[config.mk]
export PLATFORM = sky130hd
export DESIGN_NAME = trng_conditioner
export DESIGN_NICKNAME = d
export VERILOG_FILES = /design/src/rtl/trng_conditioner_pkg.sv /design/src/rtl/trng_conditioner_vn_debias.sv /design/src/rtl/trng_conditioner.sv
export SDC_FILE = /design/constraint.sdc
export NUM_CORES = 1
export LEC_CHECK = 0
export BUFFER_PORTS_ARGS = -buffer_cell sky130_fd_sc_hd__buf_2
export CAP_MARGIN = 20
export CELL_PAD_IN_SITES_DETAIL_PLACEMENT = 1
export CELL_PAD_IN_SITES_GLOBAL_PLACEMENT = 1
export CORE_ASPECT_RATIO = 0.75
export CORE_UTILIZATION = 40
export DETAILED_ROUTE_END_ITERATION = 6
export PLACE_DENSITY = 0.79
export SETUP_SLACK_MARGIN = 0.5
export SLEW_MARGIN = 30
export SYNTH_ARGS = -nofsm -noshare
export SYNTH_HDL_FRONTEND = slang
export SYNTH_SLANG_ARGS = --single-unit
[constraint.sdc]
create_clock -name clk -period 3.9 [get_ports clk]
set_clock_uncertainty 0.1 [all_clocks]
set_input_delay 0.39 -clock clk [delete_from_list [all_inputs] [get_ports clk]]
set_output_delay 0.39 -clock clk [all_outputs]
set_load 0.05 [all_outputs]
[src/rtl/trng_conditioner_pkg.sv]
// trng_pkg: shared types and default parameter values for the TRNG conditioner.
//   pair_state_t    - von Neumann pair FSM state (FIRST / SECOND)
//   WIDTH_DEF       - default output word width
//   DECIM_DEF       - default raw-sample decimation rate
//   REP_LIMIT_DEF   - default repetition-count health-test trip point
package trng_pkg;

  typedef enum logic {
    FIRST  = 1'b0,
    SECOND = 1'b1
  } pair_state_t;

  localparam int WIDTH_DEF     = 8;
  localparam int DECIM_DEF     = 4;
  localparam int REP_LIMIT_DEF = 31;

endpackage

[src/rtl/trng_conditioner_vn_debias.sv]
// vn_debias: von Neumann corrector for a strobed raw entropy bit.
// Ports:
//   clk      in   clock, rising edge
//   reset    in   asynchronous active-low reset
//   strobe   in   one raw sample is valid on bit_in this cycle
//   bit_in   in   raw sample
//   flush    in   return the pair FSM to FIRST (collection disabled)
//   bit_out  out  debiased bit (first bit of an unequal pair)
//   bit_vld  out  bit_out is a new debiased bit this cycle
module vn_debias
  import trng_pkg::*;
(
  input  logic clk,
  input  logic reset,
  input  logic strobe,
  input  logic bit_in,
  input  logic flush,
  output logic bit_out,
  output logic bit_vld
);

  pair_state_t state_reg;
  logic        first_reg;

  always_ff @(posedge clk or negedge reset) begin
    if (!reset) begin
      state_reg <= FIRST;
      first_reg <= 1'b0;
    end else if (flush) begin
      state_reg <= FIRST;
    end else if (strobe) begin
      case (state_reg)
        FIRST: begin
          first_reg <= bit_in;
          state_reg <= SECOND;
        end
        default: state_reg <= FIRST;
      endcase
    end
  end

  // The pair decision is decoded combinationally from the stored first bit
  // and the live second sample so the packer can consume it on the same
  // edge as the strobe (no extra pipeline stage).
  assign bit_out = first_reg;
  assign bit_vld = strobe && !flush && (state_reg == SECOND) && (first_reg != bit_in);

endmodule

[src/rtl/trng_conditioner.sv]
// trng_conditioner: decimates the raw entropy bit, debiases it with a von
// Neumann corrector, packs WIDTH bits per word and offers words on a
// valid/ready stream.
// Optional feature: define TRNG_HEALTH_EN to build the repetition-count
// health test; otherwise health_fail is tied to 0.
// Ports:
//   clk          in   clock, rising edge
//   reset        in   asynchronous active-low reset
//   random_in    in   raw entropy bit (already synchronized)
//   enable       in   run collection; low idles and flushes partial state
//   data         out  packed random word
//   valid        out  data holds an unconsumed word
//   ready        in   consumer accepts data when valid & ready
//   health_fail  out  sticky health-test failure
module trng_conditioner
  import trng_pkg::*;
#(
  parameter int WIDTH     = WIDTH_DEF,
  parameter int DECIM     = DECIM_DEF,
  parameter int REP_LIMIT = REP_LIMIT_DEF
) (
  input  logic             clk,
  input  logic             reset,
  input  logic             random_in,
  input  logic             enable,
  output logic [WIDTH-1:0] data,
  output logic             valid,
  input  logic             ready,
  output logic             health_fail
);

  localparam int CW = (DECIM > 1) ? $clog2(DECIM) : 1;
  localparam int BW = $clog2(WIDTH);

  if (WIDTH < 2 || DECIM < 1 || REP_LIMIT < 2) begin : g_bad_param
    $error("trng_conditioner: illegal parameter value");
  end

  // ---------------- decimation ----------------
  logic [CW-1:0] dec_cnt_reg;
  logic          strobe;

  assign strobe = enable && (dec_cnt_reg == CW'(DECIM - 1));

  always_ff @(posedge clk or negedge reset) begin
    if (!reset)       dec_cnt_reg <= '0;
    else if (!enable) dec_cnt_reg <= '0;
    else if (strobe)  dec_cnt_reg <= '0;
    else              dec_cnt_reg <= dec_cnt_reg + 1'b1;
  end

  // ---------------- debias ----------------
  logic vn_bit;
  logic vn_vld;

  vn_debias u_vn_debias (
    .clk     (clk),
    .reset   (reset),
    .strobe  (strobe),
    .bit_in  (random_in),
    .flush   (!enable),
    .bit_out (vn_bit),
    .bit_vld (vn_vld)
  );

  // ---------------- health test ----------------
  logic block;

`ifdef TRNG_HEALTH_EN
  localparam int RW = $clog2(REP_LIMIT + 1);

  logic [RW-1:0] rep_reg;
  logic [RW-1:0] rep_next;
  logic          last_reg;
  logic          hf_reg;

  // rep_reg==0 means no sample seen since reset/disable, so the first
  // sample starts a fresh run of length 1.
  always_comb begin
    rep_next = rep_reg;
    if (rep_reg == '0 || random_in != last_reg) rep_next = RW'(1);
    else if (rep_reg != RW'(REP_LIMIT))         rep_next = rep_reg + 1'b1;
  end

  always_ff @(posedge clk or negedge reset) begin
    if (!reset) begin
      rep_reg  <= '0;
      last_reg <= 1'b0;
      hf_reg   <= 1'b0;
    end else if (!enable) begin
      rep_reg <= '0;
    end else if (strobe) begin
      rep_reg  <= rep_next;
      last_reg <= random_in;
      if (rep_next == RW'(REP_LIMIT)) hf_reg <= 1'b1;
    end
  end

  assign block       = hf_reg;
  assign health_fail = hf_reg;
`else
  assign block       = 1'b0;
  assign health_fail = 1'b0;
`endif

  // ---------------- packer and output register ----------------
  logic [WIDTH-2:0] sr_reg;
  logic [BW-1:0]    bit_cnt_reg;
  logic [WIDTH-1:0] data_reg;
  logic             valid_reg;
  logic [WIDTH-1:0] shifted;
  logic             word_done;
  logic             load;

  // Only the newest WIDTH-1 bits are kept; the completed word is those
  // bits with the arriving bit appended at the LSB.
  assign shifted   = {sr_reg, vn_bit};
  assign word_done = vn_vld && (bit_cnt_reg == BW'(WIDTH - 1));
  assign load      = word_done && (!valid_reg || ready) && !block;

  always_ff @(posedge clk or negedge reset) begin
    if (!reset) begin
      sr_reg      <= '0;
      bit_cnt_reg <= '0;
      data_reg    <= '0;
      valid_reg   <= 1'b0;
    end else begin
      if (!enable) begin
        sr_reg      <= '0;
        bit_cnt_reg <= '0;
      end else if (vn_vld && !word_done) begin
        sr_reg      <= shifted[WIDTH-2:0];
        bit_cnt_reg <= bit_cnt_reg + 1'b1;
      end else if (load) begin
        sr_reg      <= shifted[WIDTH-2:0];
        bit_cnt_reg <= '0;
      end
      // A completed word that cannot load is dropped; the count stays at
      // WIDTH-1 so the next debiased bit retries.

      if (load) begin
        data_reg  <= shifted;
        valid_reg <= 1'b1;
      end else if (block || ready) begin
        valid_reg <= 1'b0;
      end
    end
  end

  assign data  = data_reg;
  assign valid = valid_reg;

endmodule

==> results_dict.tcl, run 1 <==
set metrics [dict create \
    status "completed" \
    max_freq_ghz 0.530 \
    core-area_um2 2330 \
    finalCritPeriodShare_pct 48.4 \
    postSynthNetCount 83 \
    synthToLayoutAreaGrowth_pct 12.1 \
    wl_per_cell_um 13.6 \
    power_leakage_nw 0.631 \
    synth.ff_latch_count 23 \
    yosysMostFrequentCell "dfrtp_1" \
    port_buffers 13 \
    setup_viol 0 \
    drv_slew 0 \
    crit_start "bit_cnt_reg[0]" \
    die_x_um 59.9 \
    grt_most_used_layer "met2" \
    cp_slowest_cell "o211ai_2" \
    r2r_end "sr_reg[3]" \
    path_delay_family "compound AO/OA/AOI/OAI gates" \
    rsz0062_at_grt "false" \
    cts.sink_count 23 \
    io_pins 15 \
    die_h_um 45.4 \
    synth_area_per_cell_um2 13.4 \
    path_common_cell "ha_1" \
    ff2ff_path_depth 5 \
    power_per_cell_area_nw_per_um2 354 \
    vias 618 \
    crit_required_ps 4020 \
    initial_core_util_pct 43.2 \
    dieArea_um2 2720 \
    synth_edf_count 0 \
    detail-route-antenna-nets 0 \
    route.detailed.drc 0 \
    yosys_most_used_dff "dfrtp_1" \
    synthArstFlopShare_pct 100 \
    grt_pass1_vias 648 \
    clk_pin_slew_ps 120 \
    crit_type "flip-flop to flip-flop" \
    grt_use_total_pct 15.7 \
    tightest_slew_ps 610 \
    synth.distinct_cells 26 \
    cp-endpoint "sr_reg[3]" \
    whs_ps 293 \
    wirelength_um 1690 \
    first_pass_iters 4 \
    antenna_found_initial 0 \
    cp.arrival_ps 2010 \
    cts_tree "done" \
    crit_path_end_kind "flip-flop" \
    met1_usage_pct 21.2 \
    rows 15 \
    place_congestion 0.718 \
    fin_nets 99 \
    synthTopCellsByArea "dfrtp_1 57%, mux2_2 10%, mux2i_1 7.0%, ha_1 3.7%, nand2_1 3.4%" \
    cap_viol_max_count 0 \
    worstPathMaxFanout 10 \
    critPathLaunchType "flip-flop" \
    setup-tns-final_ps 0 \
    worstSkewPairLatency_ps 300 \
    timing.reg2reg.setup_slack_ps 2010 \
    largest_reg_flops 8 \
    hp-class "input port to flip-flop" \
    ys_warn_count 0 \
    irDropWorstVdd_uv 248 \
    viasPerCell 4.98 \
    path_cells "ha_1 -> ha_1 -> inv_1 -> o211ai_2 -> mux2i_1" \
    cts_buffers 3 \
    clk_path_buf_depth 2 \
    synth_top_area_cell "dfrtp_1" \
    cp_num_cells 5 \
    slew_headroom_pct 59.2 \
    grtUsageMet3_pct 5.11 \
    critPathBufInv 1 \
    syn-cell-area_um2 1000 \
    reg2reg_from "bit_cnt_reg[0]" \
    grt_max_degree 24 \
    ys_seq_area_share_pct 57.3 \
    synth_top_cell_area_share_pct 57.3 \
    hpwl_um 1250 \
    drive_above_1_share_pct 32.2 \
    diodes 0 \
    grt_first_pass_wirelength_um 3000 \
    cts_resized 0 \
    synth_commonest_cells "23 x dfrtp_1, 9 x mux2_2, 9 x nand2_1" \
    fin_crit_ps 1890 \
    synth_cells 75 \
    drt-initial-drc-count 11 \
    cts_root_buf "clkbuf_4" \
    use_met2_pct 23.8 \
    cpPeakStageDelay_ps 530 \
    hold_violations 0 \
    overflow 0 \
    htree_levels 1 \
]
==> per-stage QoR <==
stage          cells  util [%]  setup WS (ps)  power, mW  cell area, um2
4_1_cts          124      48.4           1980      0.407            1130
3_5_place_dp     119      46.8           2020      0.299            1090
3_3_place_gp     119      46.8           2080      0.296            1090
5_1_grt          124      48.4           1840      0.421            1130
6_report         124      48.4           2010      0.399            1130
2_1_floorplan     75         -           2300      0.285            1000
==> cells in the final DEF (no fill, tap or decap) <==
cell type / Yosys / final
inv_1: 2 / 2
o31ai_1: 1 / 1
nor4_1: 1 / 1
nand2b_1: 1 / 1
and2_1: 1 / 1
xnor2_1: 1 / 1
nor2_1: 2 / 2
a32o_1: 2 / 2
mux2i_1: 7 / 7
xor2_1: 1 / 1
nor2b_1: 1 / 1
dlygate4sd3_1: 0 / 1
ha_1: 3 / 3
and3_1: 1 / 1
conb_1: 1 / 1
nand3_1: 1 / 1
a31o_2: 1 / 1
xor2_2: 1 / 1
nand2_1: 9 / 9
o211ai_2: 1 / 1
dfrtp_1: 23 / 23
clkbuf_1: 1 / 1
clkbuf_4: 0 / 3
buf_2: 0 / 13
nand4_4: 1 / 1
mux2_2: 9 / 9
nor3_1: 1 / 1
==> worst min path at each step <==
stage	from	end	slack, ps	depth (start not counted)
6_report	random_in	u_vn_debias.bit_out	290	2
5_1_grt	random_in	u_vn_debias.bit_out	270	2
4_1_cts	random_in	u_vn_debias.bit_out	280	2
3_5_place_dp	reset	bit_cnt_reg[2]	290	1
3_3_place_gp	reset	data[7]	280	1
2_1_floorplan	reset	bit_cnt_reg[0]	-6	0
==> timing repair <==
action / 4_1_cts / 5_1_grt
endpoints found under the hold margin: 23 / 0
buffers inserted: 0 / 0
endpoints found under the setup margin: 0 / 0
hold buffers: 1 / 0
==> worst reg2reg max path: stages, from the launching register on <==
cell and delay (ps):
dfrtp_1 400, ha_1 160, ha_1 250, inv_1 100
o211ai_2 530, mux2i_1 280
==> logic make-up after synthesis <==
| family | after synthesis | share of synthesized area (%) |
|---|---|---|
| DFF | 23 | 57.3 |
| xor gates and xnor gates | 3 | 3.36 |
| buffers and inverters | 5 | 2.99 |
| adders and majority gates | 3 | 3.74 |
| other | 1 | 0.373 |
| and+or+nand+nor | 19 | 10.3 |
| muxes | 16 | 17.1 |
| AOI/OAI and AO/OA | 5 | 4.86 |
==> power by group <==
| group | switching, mW | leakage, nW | total, mW | internal, mW |
|---|---|---|---|---|
| registers | 0.00950 | 0.317 | 0.254 | 0.245 |
| clock network | 0.0657 | 0.0150 | 0.106 | 0.0399 |
| logic | 0.0241 | 0.298 | 0.0389 | 0.0149 |
==> routing by layer <==
metal	vias up	wire length, um
met3	4	80
met5	-	0
met4	0	25
met2	14	783
li1	290	-
met1	310	799
==> cell type report <==
type / instances / area [um2]
clock buffers: 4 / 26.3
well taps: 34 / 42.5
repair buffers: 14 / 75.1
multi-input cells: 47 / 399
flip-flops and latches: 23 / 576
fillers: 266 / 1200
inverters: 2 / 7.51
Power figures use the tool's default switching activity.
==> run 2: changes to the inputs <==
==> constraint.sdc (replaced) <==
create_clock -name clk -period 1.8 [get_ports clk]
set_clock_uncertainty 0.1 [all_clocks]
set_input_delay 0.18 -clock clk [delete_from_list [all_inputs] [get_ports clk]]
set_output_delay 0.18 -clock clk [all_outputs]
set_load 0.05 [all_outputs]
==> results_dict.tcl, run 2 (synthesis gave the netlist of run 1 again) <==
set metrics [dict create \
    rsz0062_at_grt "true" \
    largest_reg_flops 8 \
    place_ws_ps 233 \
    rows 15 \
    final_cells 128 \
    die_h_um 45.4 \
    grt_max_degree 24 \
    mostFrequentLayoutCell "dfrtp_1" \
    max_freq_ghz 0.658 \
    dp_cells 120 \
    fin_crit_ps 1520 \
    viasPerCell 5.05 \
    crit_type "flip-flop to flip-flop" \
    nFillCells 254 \
    whs_ps 85.6 \
    fin_area_um2 1230 \
    cts_tree "done" \
    antenna_found_initial 0 \
    worstPathMaxFanout 10 \
    detail-route-antenna-nets 0 \
    hpwl_um 1430 \
    wirelength_um 1990 \
    initial_core_util_pct 43.2 \
    diodes 0 \
    top_layer "met4" \
    setup-tns-final_ps 0 \
    cpPeakStageDelay_ps 420 \
    drv_slew 0 \
    cts_root_buf "clkbuf_4" \
    dieArea_um2 2720 \
    overflow 0 \
    crit_path_end_kind "flip-flop" \
    clk_pin_slew_ps 120 \
    io_pins 15 \
    worstSkewPairLatency_ps 310 \
    clk_path_buf_depth 2 \
    critPathLaunchType "flip-flop" \
    cts_buffers 3 \
    core-area_um2 2330 \
    drive_above_1_share_pct 44.7 \
    port_buffers 13 \
    power_per_cell_area_nw_per_um2 726 \
    grt_pass1_vias 671 \
    drt-initial-drc-count 8 \
    die_x_um 59.9 \
    irDropWorstVdd_uv 540 \
    final_util_pct 52.7 \
    dpl_cell_area_um2 1140 \
    finalCritPeriodShare_pct 84.4 \
    hold_violations 0 \
    first_pass_iters 2 \
    crit_required_ps 1910 \
    vias 647 \
    tightest_slew_ps 510 \
    cp_slowest_cell "dfrtp_1" \
    timing.reg2reg.setup_slack_ps 280 \
    grt_use_total_pct 17.2 \
    critPathBufInv 2 \
    htree_levels 1 \
    wl_per_cell_um 15.6 \
    wl_met1_um 967 \
    cap_viol_max_count 0 \
    place_congestion 0.682 \
    path_delay_family "flip-flops" \
    slew_headroom_pct 66.0 \
    mostFrequentLayoutCells "21 x dfrtp_1, 12 x buf_2, 8 x nand2_1" \
    power_leakage_nw 0.657 \
    total_power_mw 0.891 \
    fin_nets 103 \
    route.detailed.drc 0 \
    cp.arrival_ps 1630 \
    setup_viol 0 \
    wl_met3_um 79 \
    cts.sink_count 23 \
    hp-class "input port to flip-flop" \
    wl_met2_um 930 \
    grt_first_pass_wirelength_um 3260 \
    synthToLayoutAreaGrowth_pct 22.0 \
    status "completed" \
    path_cells "ha_2 -> ha_4 -> inv_2 -> o211ai_2 -> buf_6 -> a31o_4" \
    fin_ws_ps 281 \
]
[run 2: cell types whose count changed in the layout (fill, tap and decap cells not counted), sizes merged]
cell    change
clkbuf      +1
buf         +3
[run 2: path summary, 6_finish.rpt]
kind,cells after the start,end,from
max,6,bit_cnt_reg[0],bit_cnt_reg[0]
min,2,u_vn_debias.bit_out,random_in
max reg2reg,6,bit_cnt_reg[0],bit_cnt_reg[0]
min reg2reg,1,dec_cnt_reg[0],dec_cnt_reg[0]
max in group asynchronous,2,u_vn_debias.bit_out,reset
min in group asynchronous,2,valid,reset
[run 2: report_power, final]
part           switching [mW]  total, mW  leakage (nW)  internal, mW
logic                  0.0588     0.0994         0.328        0.0406
registers              0.0233      0.556         0.314         0.533
clock network           0.149      0.235        0.0150        0.0865
total                   0.231      0.891         0.657         0.660
[run 2: final cells by class]
cell class,count,area [um2],area share [%]
Inverter,2,7.51,0.612
Multi-Input combinational cell,47,460,37.6
Tap cell,34,42.5,3.47
Clock buffer,4,26.3,2.14
Timing Repair Buffer,18,111,9.08
Sequential cell,23,578,47.1
[run 2: per-layer routing]
metal  global-route usage (%)  vias up
li1                         -      297
met1                     23.7      333
met2                     26.2       15
met3                     5.97        2
met4                     4.19        0
met5                        0        -
[run 2: timing repair]
item | 4_1_cts | 5_1_grt
setup buffers | 3 | 0
hold buffers | 1 | 0
setup endpoints to repair | 19 | 21
resized for setup | 4 | 3
pin swaps | 3 | 1
gates cloned | 0 | 0
endpoints found under the hold margin | 23 | 0
==> run 3: changes to the inputs <==
==> constraint.sdc (replaced) <==
create_clock -name clk -period 1.53 [get_ports clk]
set_clock_uncertainty 0.1 [all_clocks]
set_input_delay 0.153 -clock clk [delete_from_list [all_inputs] [get_ports clk]]
set_output_delay 0.153 -clock clk [all_outputs]
set_load 0.05 [all_outputs]
==> results_dict.tcl, run 3 (synthesis gave the netlist of run 1 again) <==
set metrics [dict create \
    crit_required_ps 1650 \
    route.detailed.drc 0 \
    hold_start "random_in" \
    power_leakage_nw 0.778 \
    tightest_slew_ps 517 \
    cts.sink_count 23 \
    grt_first_pass_wirelength_um 3930 \
    io_pins 15 \
    rsz0062_at_grt "true" \
    grt_use_total_pct 21.5 \
    crit_start "bit_cnt_reg[0]" \
    status "finished with violations" \
    mostFrequentLayoutCell "dfrtp_1" \
    core-area_um2 2330 \
    hold_violations 0 \
    clk_path_buf_depth 2 \
    nFillCells 239 \
    critPathLaunchType "flip-flop" \
    max_freq_ghz 0.629 \
    detail-route-antenna-nets 0 \
    register_area_um2 577 \
    wirelength_um 2760 \
    vias 715 \
    htree_levels 1 \
    first_pass_iters 4 \
    slew_headroom_pct 65.5 \
    fin_ws_ps -58.8 \
    synthToLayoutAreaGrowth_pct 48.8 \
    die_x_um 59.9 \
    fin_crit_ps 1590 \
    crit_path_end_kind "flip-flop" \
    grt_max_degree 24 \
    clk_pin_slew_ps 130 \
    setup_viol 14 \
    drv_slew 0 \
    p_int_mw 0.818 \
    drt-initial-drc-count 13 \
    cap_viol_max_count 0 \
    clock_power_share_pct 25.3 \
    worstPathMaxFanout 5 \
    cts_root_buf "clkbuf_4" \
    p_seq_share_pct 57.3 \
    port_buffers 13 \
    p_sw_share_pct 27.7 \
    rows 15 \
    mostFrequentLayoutCells "22 x dfrtp_1, 12 x buf_6, 12 x buf_4" \
    cp.arrival_ps 1700 \
    p_comb_share_pct 17.4 \
    cts_tree "done" \
    finalCritPeriodShare_pct 104 \
    initial_core_util_pct 43.2 \
    fin_nets 117 \
    reg2reg_from "bit_cnt_reg[0]" \
    hp-class "input port to flip-flop" \
    viasPerCell 5.04 \
    whs_ps 112 \
    power_per_cell_area_nw_per_um2 757 \
    largest_reg_flops 8 \
    irDropWorstVdd_uv 491 \
    worstSkewPairLatency_ps 320 \
    violations "negative setup slack" \
    die_h_um 45.4 \
    grt_pass1_vias 759 \
    multi_input_comb_area_um2 524 \
    total_power_mw 1.13 \
    overflow 0 \
    antenna_found_initial 0 \
    dieArea_um2 2720 \
    place_congestion 0.691 \
    crit_type "flip-flop to flip-flop" \
    drive_above_1_share_pct 54.6 \
    diodes 0 \
    switchingPower_mw 0.313 \
    cts_buffers 3 \
    wl_per_cell_um 19.4 \
]
-- run 3: changes by cell type in the layout (fill, tap and decap cells not counted), moves of 2 or more --
cell / delta
buf_6: +11
buf_4: +9
buf_2: -8
mux2_2: -2
mux2_4: +2
-- run 3: routing by layer --
metal / track usage (%) / share of wire [%] / vias up
met3: 5.97 / 2.6 / 4
met5: 0 / 0 / -
li1: - / - / 326
met4: 6.98 / 1.3 / 0
met1: 26.5 / 42 / 372
met2: 36.9 / 54 / 13
-- run 3: path summary, 6_finish.rpt --
kind	end	slack [ps]	depth (start not counted)
worst max-delay path	bit_cnt_reg[2]	-60	6
min in group asynchronous	u_vn_debias.state_reg	230	2
worst min-delay path	u_vn_debias.bit_out	110	2
worst min register to register	data[7]	430	1
worst max register to register	bit_cnt_reg[2]	-60	6
max in group asynchronous	valid	730	2
-- run 3: layout make-up --
class / count / share of cell area (%)
Inverter: 2 / 0.669
Sequential cell: 23 / 38.6
Timing Repair Buffer: 32 / 21.1
Tap cell: 34 / 2.85
Multi-Input combinational cell: 47 / 35.1
Clock buffer: 4 / 1.76
-- run 3: timing repair --
action                                 in CTS  in global routing
endpoints found under the hold margin      23                  0
gates resized for setup                    29                  8
hold buffers                                1                  0
pin swaps                                   3                  5
setup endpoints to repair                  30                 31
buffers inserted                            7                  5
cloned                                      0                  1
-- run 3: power by group through the flow --
stage,logic (mW),clock network [mW],registers (mW)
3_3_place_gp,0.130,0,0.652
6_report,0.196,0.286,0.649
2_1_floorplan,0.0735,0,0.658
5_1_grt,0.213,0.323,0.651
4_1_cts,0.168,0.290,0.643
3_5_place_dp,0.137,0,0.654
-- run 3: worst max-delay path: stages, from the launching register on --
cell and delay [ps]:
dfrtp_1 430, ha_4 180, ha_4 180, inv_4 70
o211ai_4 100, clkbuf_16 180, a32o_1 240
-- run 3: per-stage QoR --
stage / util [%] / worst slack [ps] / cells / setup TNS, ps / cell area [um2]
after floorplan: - / 67.8 / 75 / 0 / 1060
after global placement: 51.3 / 28.5 / 124 / 0 / 1190
after detailed placement: 51.3 / 1.88 / 124 / 0 / 1190
after CTS: 59.3 / -14.8 / 136 / -48.8 / 1380
after global routing: 64.2 / -111 / 142 / -1250 / 1500
final: 64.2 / -58.8 / 142 / -303 / 1500
